==> config.mk <==
export PLATFORM = sky130hd
export DESIGN_NAME = regfile_write_scheduler_flat
export DESIGN_NICKNAME = d
export VERILOG_FILES = /design/src/rtl/regfile_write_scheduler_if.sv /design/src/rtl/regfile_write_scheduler.sv /design/src/flat_wrapper.sv
export SDC_FILE = /design/constraint.sdc
export NUM_CORES = 1
export LEC_CHECK = 0
export CAP_MARGIN = 20
export CORE_MARGIN = 3
export CORE_UTILIZATION = 38
export DETAILED_ROUTE_END_ITERATION = 6
export PLACE_DENSITY = 0.81
export REMOVE_ABC_BUFFERS = 1
export SYNTH_ARGS = -nofsm -noshare
export SYNTH_HDL_FRONTEND = slang
export SYNTH_SLANG_ARGS = --single-unit
==> constraint.sdc <==
create_clock -name clock -period 2.2 [get_ports clock]
set_input_delay 0.33 -clock clock [delete_from_list [all_inputs] [get_ports clock]]
set_output_delay 0.33 -clock clock [all_outputs]
set_load 0.03 [all_outputs]
==> src/rtl/regfile_write_scheduler_if.sv <==
// ---------------------------------------------------------------------------
// regfile_write_scheduler_if
//
// Bundles every non-clock signal of the register file write scheduler:
// the per-requester write requests and the one-hot grant return, the clear
// sequencer command/status pair, and the register file write port.
//
// Signals:
//   req          requester -> scheduler  per-requester write request (level)
//   req_addr     requester -> scheduler  packed destination addresses, slice i
//   req_data     requester -> scheduler  packed write data, slice i
//   grant        scheduler -> requester  one-hot, one-cycle write grant
//   clear_start  requester -> scheduler  pulse that starts the clear sequence
//   clear_busy   scheduler -> requester  clear sequence owns the write port
//   clear_done   scheduler -> requester  pulse during the last clear write
//   write        scheduler -> regfile    register file write enable
//   writeAddress scheduler -> regfile    register file write address
//   writeData    scheduler -> regfile    register file write data
//
// Modports:
//   master  the requester side (execute/write-back stage, testbench)
//   slave   the scheduler itself
// ---------------------------------------------------------------------------
interface regfile_write_scheduler_if #(
  parameter int NUM_REQ    = 3,
  parameter int DATA_WIDTH = 16,
  parameter int ADDR_WIDTH = 3
);

  logic [NUM_REQ-1:0]            req;
  logic [NUM_REQ*ADDR_WIDTH-1:0] req_addr;
  logic [NUM_REQ*DATA_WIDTH-1:0] req_data;
  logic [NUM_REQ-1:0]            grant;

  logic                          clear_start;
  logic                          clear_busy;
  logic                          clear_done;

  logic                          write;
  logic [ADDR_WIDTH-1:0]         writeAddress;
  logic [DATA_WIDTH-1:0]         writeData;

  // Requester side: raises requests and the clear command, watches the rest.
  modport master (
    output req, req_addr, req_data, clear_start,
    input  grant, clear_busy, clear_done, write, writeAddress, writeData
  );

  // Scheduler side: owns grant, the clear status and the write port.
  modport slave (
    input  req, req_addr, req_data, clear_start,
    output grant, clear_busy, clear_done, write, writeAddress, writeData
  );

endinterface

==> src/rtl/regfile_write_scheduler.sv <==
// ---------------------------------------------------------------------------
// regfile_write_scheduler
//
// Owns the single write port of the general register file and shares it
// among NUM_REQ write-back requesters with round-robin arbitration. Also
// contains a clear sequencer that zeroes registers 0..NUM_REGS-1, one per
// cycle, instead of a bulk reset of the array.
//
// Every output is registered: a request sampled at edge E shows up as
// grant/write/writeAddress/writeData during the cycle after E, and the
// register file captures it at edge E+1.
//
// Ports:
//   clock    input  single system clock, rising edge
//   reset_n  input  asynchronous, active-low reset
//   bus      slave modport of regfile_write_scheduler_if carrying requests,
//            grant, clear command/status and the register file write port
// ---------------------------------------------------------------------------
module regfile_write_scheduler #(
  parameter int NUM_REQ    = 3,
  parameter int DATA_WIDTH = 16,
  parameter int ADDR_WIDTH = 3,
  parameter int NUM_REGS   = 8
) (
  input  logic                      clock,
  input  logic                      reset_n,
  regfile_write_scheduler_if.slave  bus
);

  localparam int PTR_W = (NUM_REQ > 1) ? $clog2(NUM_REQ) : 1;
  localparam int CNT_W = (NUM_REGS > 1) ? $clog2(NUM_REGS) : 1;

  localparam logic [PTR_W-1:0] PTR_LAST   = PTR_W'(NUM_REQ - 1);
  localparam logic [CNT_W-1:0] CLEAR_LAST = CNT_W'(NUM_REGS - 1);

  typedef enum logic [0:0] {
    IDLE  = 1'b0,
    CLEAR = 1'b1
  } state_t;

  state_t                 state;
  state_t                 stateNext;

  logic [CNT_W-1:0]       clearCount;
  logic [CNT_W-1:0]       countNext;

  logic [PTR_W-1:0]       rrPtr;
  logic [PTR_W-1:0]       ptrNext;

  logic [NUM_REQ-1:0]     grantReg;
  logic [NUM_REQ-1:0]     grantNext;
  logic                   writeReg;
  logic                   writeNext;
  logic [ADDR_WIDTH-1:0]  writeAddrReg;
  logic [ADDR_WIDTH-1:0]  addrNext;
  logic [DATA_WIDTH-1:0]  writeDataReg;
  logic [DATA_WIDTH-1:0]  dataNext;
  logic                   busyReg;
  logic                   busyNext;
  logic                   doneReg;
  logic                   doneNext;

  logic [NUM_REQ-1:0]     eligible;
  logic [PTR_W-1:0]       arbCand;
  logic [PTR_W-1:0]       arbIndex;
  logic                   arbValid;
  logic                   takeGrant;

  logic [ADDR_WIDTH-1:0]  reqAddrArr [NUM_REQ];
  logic [DATA_WIDTH-1:0]  reqDataArr [NUM_REQ];

  // Unpack the flat address/data buses so the winner can be selected by
  // a plain array index.
  for (genvar g = 0; g < NUM_REQ; g++) begin : g_unpack
    assign reqAddrArr[g] = bus.req_addr[g*ADDR_WIDTH +: ADDR_WIDTH];
    assign reqDataArr[g] = bus.req_data[g*DATA_WIDTH +: DATA_WIDTH];
  end

  // Round-robin search. The requester on the port right now is masked out:
  // its req is still high when this edge samples it, because it only sees
  // grant during this cycle, so without the mask it would be written twice.
  // The search starts one past the pointer and wraps at NUM_REQ, which is
  // not necessarily a power of two, hence the explicit wrap compare.
  always_comb begin
    eligible = bus.req & ~grantReg;
    arbCand  = rrPtr;
    arbIndex = '0;
    arbValid = 1'b0;
    for (int k = 0; k < NUM_REQ; k++) begin
      arbCand = (arbCand == PTR_LAST) ? '0 : arbCand + PTR_W'(1);
      if (!arbValid && eligible[arbCand]) begin
        arbValid = 1'b1;
        arbIndex = arbCand;
      end
    end
  end

  // Next-state and next-output logic. Outputs default to "port idle":
  // write low, no grant, address/data holding their last values.
  // In IDLE a clear command wins over any request at the same edge. In
  // CLEAR the counter walks the registers; the edge that ends the last
  // clear write goes back to arbitration straight away, so a request held
  // through the whole clear is granted in the very next cycle. A
  // clear_start seen while already clearing is simply not looked at.
  always_comb begin
    stateNext = state;
    countNext = clearCount;
    ptrNext   = rrPtr;
    grantNext = '0;
    writeNext = 1'b0;
    addrNext  = writeAddrReg;
    dataNext  = writeDataReg;
    busyNext  = 1'b0;
    doneNext  = 1'b0;
    takeGrant = 1'b0;

    unique case (state)
      IDLE: begin
        if (bus.clear_start) begin
          stateNext = CLEAR;
          countNext = '0;
          writeNext = 1'b1;
          addrNext  = '0;
          dataNext  = '0;
          busyNext  = 1'b1;
          doneNext  = (NUM_REGS == 1);
        end else begin
          takeGrant = arbValid;
        end
      end

      CLEAR: begin
        if (clearCount == CLEAR_LAST) begin
          stateNext = IDLE;
          countNext = '0;
          takeGrant = arbValid;
        end else begin
          countNext = clearCount + CNT_W'(1);
          writeNext = 1'b1;
          addrNext  = ADDR_WIDTH'(countNext);
          dataNext  = '0;
          busyNext  = 1'b1;
          doneNext  = (countNext == CLEAR_LAST);
        end
      end

      default: begin
        stateNext = IDLE;
        countNext = '0;
      end
    endcase

    // The pointer only moves when somebody actually gets the port, so
    // clears and idle cycles leave the fairness order untouched.
    if (takeGrant) begin
      ptrNext   = arbIndex;
      grantNext = NUM_REQ'(1) << arbIndex;
      writeNext = 1'b1;
      addrNext  = reqAddrArr[arbIndex];
      dataNext  = reqDataArr[arbIndex];
    end
  end

  // State, counter, pointer and all output registers. Reset drops
  // everything at once, including a write or clear in flight, and parks
  // the pointer on the last requester so requester 0 wins first.
  always_ff @(posedge clock or negedge reset_n) begin
    if (!reset_n) begin
      state        <= IDLE;
      clearCount   <= '0;
      rrPtr        <= PTR_LAST;
      grantReg     <= '0;
      writeReg     <= 1'b0;
      writeAddrReg <= '0;
      writeDataReg <= '0;
      busyReg      <= 1'b0;
      doneReg      <= 1'b0;
    end else begin
      state        <= stateNext;
      clearCount   <= countNext;
      rrPtr        <= ptrNext;
      grantReg     <= grantNext;
      writeReg     <= writeNext;
      writeAddrReg <= addrNext;
      writeDataReg <= dataNext;
      busyReg      <= busyNext;
      doneReg      <= doneNext;
    end
  end

  assign bus.grant        = grantReg;
  assign bus.write        = writeReg;
  assign bus.writeAddress = writeAddrReg;
  assign bus.writeData    = writeDataReg;
  assign bus.clear_busy   = busyReg;
  assign bus.clear_done   = doneReg;

endmodule

==> src/flat_wrapper.sv <==
// flat-port wrapper written by rule: the top's interface ports become plain ports
module regfile_write_scheduler_flat 
#(
  parameter int NUM_REQ    = 3,
  parameter int DATA_WIDTH = 16,
  parameter int ADDR_WIDTH = 3,
  parameter int NUM_REGS   = 8
)
  (clock, reset_n, bus_req, bus_req_addr, bus_req_data, bus_clear_start, bus_grant, bus_clear_busy, bus_clear_done, bus_write, bus_writeAddress, bus_writeData);
  regfile_write_scheduler_if #(.NUM_REQ(NUM_REQ), .DATA_WIDTH(DATA_WIDTH), .ADDR_WIDTH(ADDR_WIDTH)) bus_i ();
  input  logic clock;
  input  logic reset_n;
  input wire logic [$bits(bus_i.req)-1:0] bus_req;
  input wire logic [$bits(bus_i.req_addr)-1:0] bus_req_addr;
  input wire logic [$bits(bus_i.req_data)-1:0] bus_req_data;
  input wire logic [$bits(bus_i.clear_start)-1:0] bus_clear_start;
  output wire logic [$bits(bus_i.grant)-1:0] bus_grant;
  output wire logic [$bits(bus_i.clear_busy)-1:0] bus_clear_busy;
  output wire logic [$bits(bus_i.clear_done)-1:0] bus_clear_done;
  output wire logic [$bits(bus_i.write)-1:0] bus_write;
  output wire logic [$bits(bus_i.writeAddress)-1:0] bus_writeAddress;
  output wire logic [$bits(bus_i.writeData)-1:0] bus_writeData;
  assign bus_i.req = bus_req;
  assign bus_i.req_addr = bus_req_addr;
  assign bus_i.req_data = bus_req_data;
  assign bus_i.clear_start = bus_clear_start;
  assign bus_grant = bus_i.grant;
  assign bus_clear_busy = bus_i.clear_busy;
  assign bus_clear_done = bus_i.clear_done;
  assign bus_write = bus_i.write;
  assign bus_writeAddress = bus_i.writeAddress;
  assign bus_writeData = bus_i.writeData;
  regfile_write_scheduler #(.NUM_REQ(NUM_REQ), .DATA_WIDTH(DATA_WIDTH), .ADDR_WIDTH(ADDR_WIDTH), .NUM_REGS(NUM_REGS)) u_core (.clock(clock), .reset_n(reset_n), .bus(bus_i));
endmodule
=== After elaboration in Yosys (flattened, before gate mapping) ===
Cells that the tools add are included.

* Logic and storage cells: 75
* Bits of input ports: 63
* Register bits: 30

* Shift-type cells: 1
* Bitwise operators: 4
* Add/sub/neg operators: 4
* Mux-type cells: 41
* Reductions and logical operators: 5
* Order comparisons: 4
* Equal/unequal tests: 8

{| class="wikitable"
|+ Operators with widths
! kind !! count
|-
| $mux 16 || 5
|-
| $bmux 16 s2 || 1
|-
| $pmux 16 s2 || 1
|-
| $mux 3 || 7
|-
| $mux 1 || 12
|-
| $mux 2 || 6
|-
| $pmux 3 s2 || 2
|-
| $lt 2x3->1 const B || 3
|-
| $add 2x1->2 const B || 3
|-
| $bmux 1 s2 || 3
|-
| $bmux 3 s2 || 1
|-
| $eq 2x2->1 const B || 3
|-
| $eq 3x3->1 const B || 2
|-
| $pmux 1 s2 || 3
|-
| $add 3x1->3 const B || 1
|-
| $and 3x3->3 || 1
|-
| $ge 3x3->1 const B || 1
|-
| $ne 3x2->1 const B || 1
|-
| $ne 3x3->1 const B || 1
|-
| $not 2->3 || 1
|-
| $not 3->3 || 1
|-
| $shl 1x2->3 const A || 1
|-
| $logic_and 1x1->1 || 2
|-
| $logic_not 1->1 || 2
|-
| 3 further kinds || 3
|}

=== Depth between registers and ports, before layout ===
* Word-level depth: 16
* Depth in mapped cells: 8

=== Worst setup path after synthesis ===
OpenSTA, ideal clock, no wires.

* Path type: reg-to-reg
* From: register u_core.grantReg[2] (netlist: u_core.bus.grant[2])
* To: register u_core.writeAddrReg[1] (netlist: u_core.bus.writeAddress[1])
* Data required time: 2061 ps
* Slack: 406 ps
* Period minus slack after synthesis: 1794 ps
* Setup time: 139 ps
* Buffers on the path: 1
* Arrival time: 1655 ps
* Cell stages (with the launch flop): 7
* Path through: dfrtp_1 or3b_1 a31o_2 buf_6 and2_4 a211oi_2 o221ai_1

* Longest elaborated chain between the ends: 16
* Elaborated cells between the ends (all ways): 29
* Classes of those cells: 2 x eq/ne; 19 x mux; 3 x bitwise; 5 x reduce/logical

{| class="wikitable"
|+ Ends and longest elaborated chain
! element !! RTL line !! text
|-
| start: declaration || regfile_write_scheduler.sv:50 || <nowiki>logic [NUM_REQ-1:0] grantReg;</nowiki>
|-
| start signal: assignment || regfile_write_scheduler.sv:182 || <nowiki>grantReg <= grantNext;</nowiki>
|-
| $not 3->3 (*) || regfile_write_scheduler.sv:85 || <nowiki>eligible = bus.req & ~grantReg;</nowiki>
|-
| $and 3x3->3 (*) || regfile_write_scheduler.sv:85 ||
|-
| $bmux 1 s2 || regfile_write_scheduler.sv:91 || <nowiki>if (!arbValid && eligible[arbCand]) begin</nowiki>
|-
| $mux 1 (implied by the code) || regfile_write_scheduler.sv:91 ||
|-
| $mux 1 || regfile_write_scheduler.sv:91 ||
|-
| $logic_not 1->1 || regfile_write_scheduler.sv:91 ||
|-
| $logic_and 1x1->1 || regfile_write_scheduler.sv:91 ||
|-
| $mux 1 || regfile_write_scheduler.sv:91 ||
|-
| $logic_not 1->1 || regfile_write_scheduler.sv:91 ||
|-
| $logic_and 1x1->1 || regfile_write_scheduler.sv:91 ||
|-
| $mux 2 || regfile_write_scheduler.sv:91 ||
|-
| $not 2->3 (implied by the code) || regfile_write_scheduler.sv:159 || <nowiki>addrNext = reqAddrArr[arbIndex];</nowiki>
|-
| $bmux 3 s2 || regfile_write_scheduler.sv:159 ||
|-
| $mux 3 (implied by the code) (2 in a row) || regfile_write_scheduler.sv:159 ||
|-
| $mux 3 || regfile_write_scheduler.sv:155 || <nowiki>if (takeGrant) begin</nowiki>
|-
| end signal: assignment || regfile_write_scheduler.sv:184 || <nowiki>writeAddrReg <= addrNext;</nowiki>
|-
| end: declaration || regfile_write_scheduler.sv:54 || <nowiki>logic [ADDR_WIDTH-1:0] writeAddrReg;</nowiki>
|}

Mark *: on every way between the ends. The rest lies on a longest branch, timed or not. The select of a mux whose other input is x is not followed.
A chain may end at the register's enable or synchronous reset.

=== Final worst setup path ===
* From: input bus_req[2]
* To: register u_core.writeDataReg[10] (netlist: u_core.bus.writeData[10])

* Longest elaborated chain between the ends: 15
* Elaborated cells between the ends (all ways): 28
* Classes of those cells: 2 x eq/ne; 19 x mux; 2 x bitwise; 5 x reduce/logical

{| class="wikitable"
|+ Ends and longest elaborated chain
! element !! RTL line !! text
|-
| start: declaration || flat_wrapper.sv:13 || <nowiki>input wire logic [$bits(bus_i.req)-1:0] bus_req;</nowiki>
|-
| $and 3x3->3 (*) || regfile_write_scheduler.sv:85 ||
|-
| $bmux 1 s2 || regfile_write_scheduler.sv:91 ||
|-
| $mux 1 (implied by the code) || regfile_write_scheduler.sv:91 ||
|-
| $mux 1 || regfile_write_scheduler.sv:91 ||
|-
| $logic_not 1->1 || regfile_write_scheduler.sv:91 ||
|-
| $logic_and 1x1->1 || regfile_write_scheduler.sv:91 ||
|-
| $mux 1 || regfile_write_scheduler.sv:91 ||
|-
| $logic_not 1->1 || regfile_write_scheduler.sv:91 ||
|-
| $logic_and 1x1->1 || regfile_write_scheduler.sv:91 ||
|-
| $mux 2 || regfile_write_scheduler.sv:91 ||
|-
| $not 2->3 (implied by the code) || regfile_write_scheduler.sv:160 || <nowiki>dataNext = reqDataArr[arbIndex];</nowiki>
|-
| $bmux 16 s2 || regfile_write_scheduler.sv:160 ||
|-
| $mux 16 (implied by the code) (2 in a row) || regfile_write_scheduler.sv:160 ||
|-
| $mux 16 || regfile_write_scheduler.sv:155 ||
|-
| end signal: assignment || regfile_write_scheduler.sv:185 || <nowiki>writeDataReg <= dataNext;</nowiki>
|-
| end: declaration || regfile_write_scheduler.sv:56 || <nowiki>logic [DATA_WIDTH-1:0] writeDataReg;</nowiki>
|}

Marks and branches as above.

==> impl_metrics.env <==
export IMPL_post_cts_buffers=0
export IMPL_max_freq_ghz=0.492
export IMPL_cts_resized=0
export IMPL_vias_per_cell=5.37
export IMPL_wire_per_inst_um=15.4
export IMPL_max_slew_worst_pin_slew_ns=0.434
export IMPL_power_density_nw_per_um2=1160
export IMPL_totalWireLength_mm=4.77
export IMPL_vias=1665
export IMPL_min_path_type="in2async"
export IMPL_slew_headroom_pct=70.7
export IMPL_die_area_um2=4980
export IMPL_synth_area_leaders="dfrtp_1 46%, o21ai_0 6.0%, a211oi_1 5.7%, and2_0 4.0%, nand2_1 3.6%"
export IMPL_drv_cap=0
export IMPL_io_pins=88
export IMPL_switching_share_pct=40.2
export IMPL_power_share_clock_pct=18.5
export IMPL_p_leak_nw=1.08
export IMPL_antenna_found_initial=0
export IMPL_seqPwrFrac_pct=28.4
export IMPL_startpoint_type="input pin"
export IMPL_timing_rr_start="u_core.rrPtr[1]"
export IMPL_overflow=0
export IMPL_clock_root_buffer="clkbuf_8"
export IMPL_dieHeight_um=70.5
export IMPL_finalCritPeriodShare_pct=92.4
export IMPL_place_gp_congestion=0.733
export IMPL_place_area_um2=2540
export IMPL_cts_tree="done"
export IMPL_dp_cells=302
export IMPL_path_clk_slew_ns=0.07
export IMPL_syn_to_final_growth_pct=67.8
export IMPL_ys_seq_area_share_pct=47.5
export IMPL_period_needed_ns=2.03
export IMPL_synth_area_leader_cell="dfrtp_1"
export IMPL_setup_violations=0
export IMPL_core_um2=3830
export IMPL_design_area_um2=2660
export IMPL_cp_end_kind="register"
export IMPL_ff2ff_path_depth=5
export IMPL_finalHoldViolCount=0
export IMPL_yosys_area_top_type_share_pct=45.8
export IMPL_clk_path_buf_depth=2
export IMPL_worst_path_max_fanout=20
export IMPL_r2r_slack_ns=0.26
export IMPL_path_class="in2reg"
export IMPL_p_sw_w=0.00123
export IMPL_arrival_ns=2.19
export IMPL_critPathRequiredTime_ns=2.35
export IMPL_power_share_combinational_pct=53.0
export IMPL_fin_nets=327
export IMPL_fin_tns_setup_ns=0
export IMPL_rsz0062_at_grt="no"
export IMPL_internal_power_w=0.00184
export IMPL_cts_sinks=30
export IMPL_h_tree_depth=2
export IMPL_peakVddDrop_mv=0.643
export IMPL_clk_insertion_delay_late_ns=0.28
export IMPL_grt_max_degree=31
export IMPL_track_usage_pct=19.7
export IMPL_portBuffers=87
export IMPL_run_status="completed"
export IMPL_drc=0
export IMPL_synth_cells=169
export IMPL_drive_above_1_share_pct=9.92
export IMPL_start_util_pct=41.4
export IMPL_slew_violations=0
export IMPL_reg2reg_to="u_core.bus.writeData[10]"
export IMPL_die_w_um=70.5
export IMPL_holdBufCountCts=0
export IMPL_cts_buffers=5
export IMPL_drtAntennaViolNets=0
export IMPL_clock_skew_ns=0.00828
export IMPL_drt_iter0_drc=77
export IMPL_firstDrtPassIters=4
export IMPL_core_rowCount=22
export IMPL_diodes=0
export IMPL_dp_hpwl_mm=3.60
export IMPL_synth_warnings=0
export IMPL_grt_pass1_wl_mm=7.91
export IMPL_synth_area_um2=1580
export IMPL_final_cell_count_no_fill=310
export IMPL_ys_types=36
export IMPL_syn_area_per_cell_um2=9.37
export IMPL_grt_pass1_vias=1739
export IMPL_ys_ff_latch=30
[cell usage in the layout, fill, tap and decap left out, types with 2 or more instances in the layout]
cell,instances
a211oi_1,11
a211oi_2,3
a21o_1,2
a22oi_1,6
a31oi_1,7
and2_0,10
buf_4,8
clkbuf_8,6
clkdlybuf4s50_1,87
dfrtp_1,29
ha_1,3
inv_1,3
nand2_1,15
nand2b_1,4
nand3_1,7
nor2_1,10
nor3_1,2
o21ai_0,19
o21ai_1,11
[cells in the mapped netlist (all sizes together)]
cell type  count
a211o          1
a211oi        14
a21o           3
a21oi          1
a22o           1
a22oi          6
a31o           1
a31oi          8
and2          13
and2b          1
buf            6
clkbuf         5
dfrtp         29
dfstp          1
ha             3
inv            3
mux2i          1
nand2         15
nand2b         4
nand3          7
nor2          10
nor3           2
nor4b          1
o21a           1
o21ai         30
o221ai         1
or3b           1
[power groups by stage]
| stage | logic (W) | registers, W | clock network [W] |
|---|---|---|---|
| after floorplan | 0.000648 | 0.00114 | 0 |
| after CTS | 0.00164 | 0.000873 | 0.000578 |
| after global placement | 0.00159 | 0.000874 | 0 |
| after global routing | 0.00176 | 0.000899 | 0.000604 |
| after detailed placement | 0.00164 | 0.000882 | 0 |
| final | 0.00163 | 0.000874 | 0.000570 |
[layer usage]
layer	vias to the layer above	GRT usage, %	wire length, um
met5	-	0	0
met4	0	7.72	87
met3	10	6.96	420
met2	66	34.1	2440
met1	791	22.2	1820
li1	798	-	-
[flip-flops by register name (all words and copies together), names as in the netlist]
signal	count
u_core.clearCount	3
u_core.bus.write	1
u_core.bus.grant	3
u_core.state	1
u_core.bus.writeData	16
u_core.bus.writeAddress	3
u_core.bus.clear_done	1
u_core.rrPtr	2
[worst max-delay path by stage]
stage,from,endpoint,slack (ns),cells past startpoint
final,bus_req[2],u_core.bus.writeData[10],0.17,6
after global routing,bus_req[2],u_core.bus.writeData[10],0.03,6
after CTS,bus_req[2],u_core.bus.writeData[10],0.17,6
after detailed placement,bus_req[2],u_core.bus.writeAddress[1],-0.05,6
after global placement,bus_req[2],u_core.bus.writeAddress[1],0.04,6
after floorplan,u_core.bus.grant[1],u_core.bus.writeAddress[2],-0.46,5
[per-stage QoR]
| stage | power [W] | hold WS, ns | setup slack, ns | util [%] |
|---|---|---|---|---|
| 2_1_floorplan | 0.00179 | 0.0344 | -0.462 | - |
| 3_3_place_gp | 0.00247 | 0.468 | 0.0423 | 66.4 |
| 3_5_place_dp | 0.00252 | 0.477 | -0.0476 | 66.4 |
| 4_1_cts | 0.00309 | 0.456 | 0.169 | 69.4 |
| 5_1_grt | 0.00326 | 0.478 | 0.0319 | 69.4 |
| 6_report | 0.00307 | 0.448 | 0.167 | 69.4 |
[critical path: stages]
cell             delay, ns
clkdlybuf4s50_1       0.47
or3b_1                0.38
a31o_2                0.40
and2_0                0.23
a211oi_1              0.25
o21ai_1               0.11
[area by class of cell]
cell class,instances,area (um2)
clock inverters,1,30.0
multi-input cells,125,766
flip-flops and latches,30,752
inverters,3,11.3
fillers,326,1170
repair buffers,96,951
clock buffers,7,86.3
well taps,48,60.1
[cell families after synthesis]
| kind of cell | after synthesis | synth area share [%] |
|---|---|---|
| adder cells (fa/ha/maj) | 3 | 2.37 |
| multiplexers | 1 | 0.632 |
| flip-flops | 30 | 47.5 |
| AO/OA/AOI/OAI | 67 | 27.4 |
| AND/OR/NAND/NOR | 54 | 17.3 |
| buffers and inverters | 14 | 4.82 |
No activity file was read; power rests on OpenSTA's default activity.
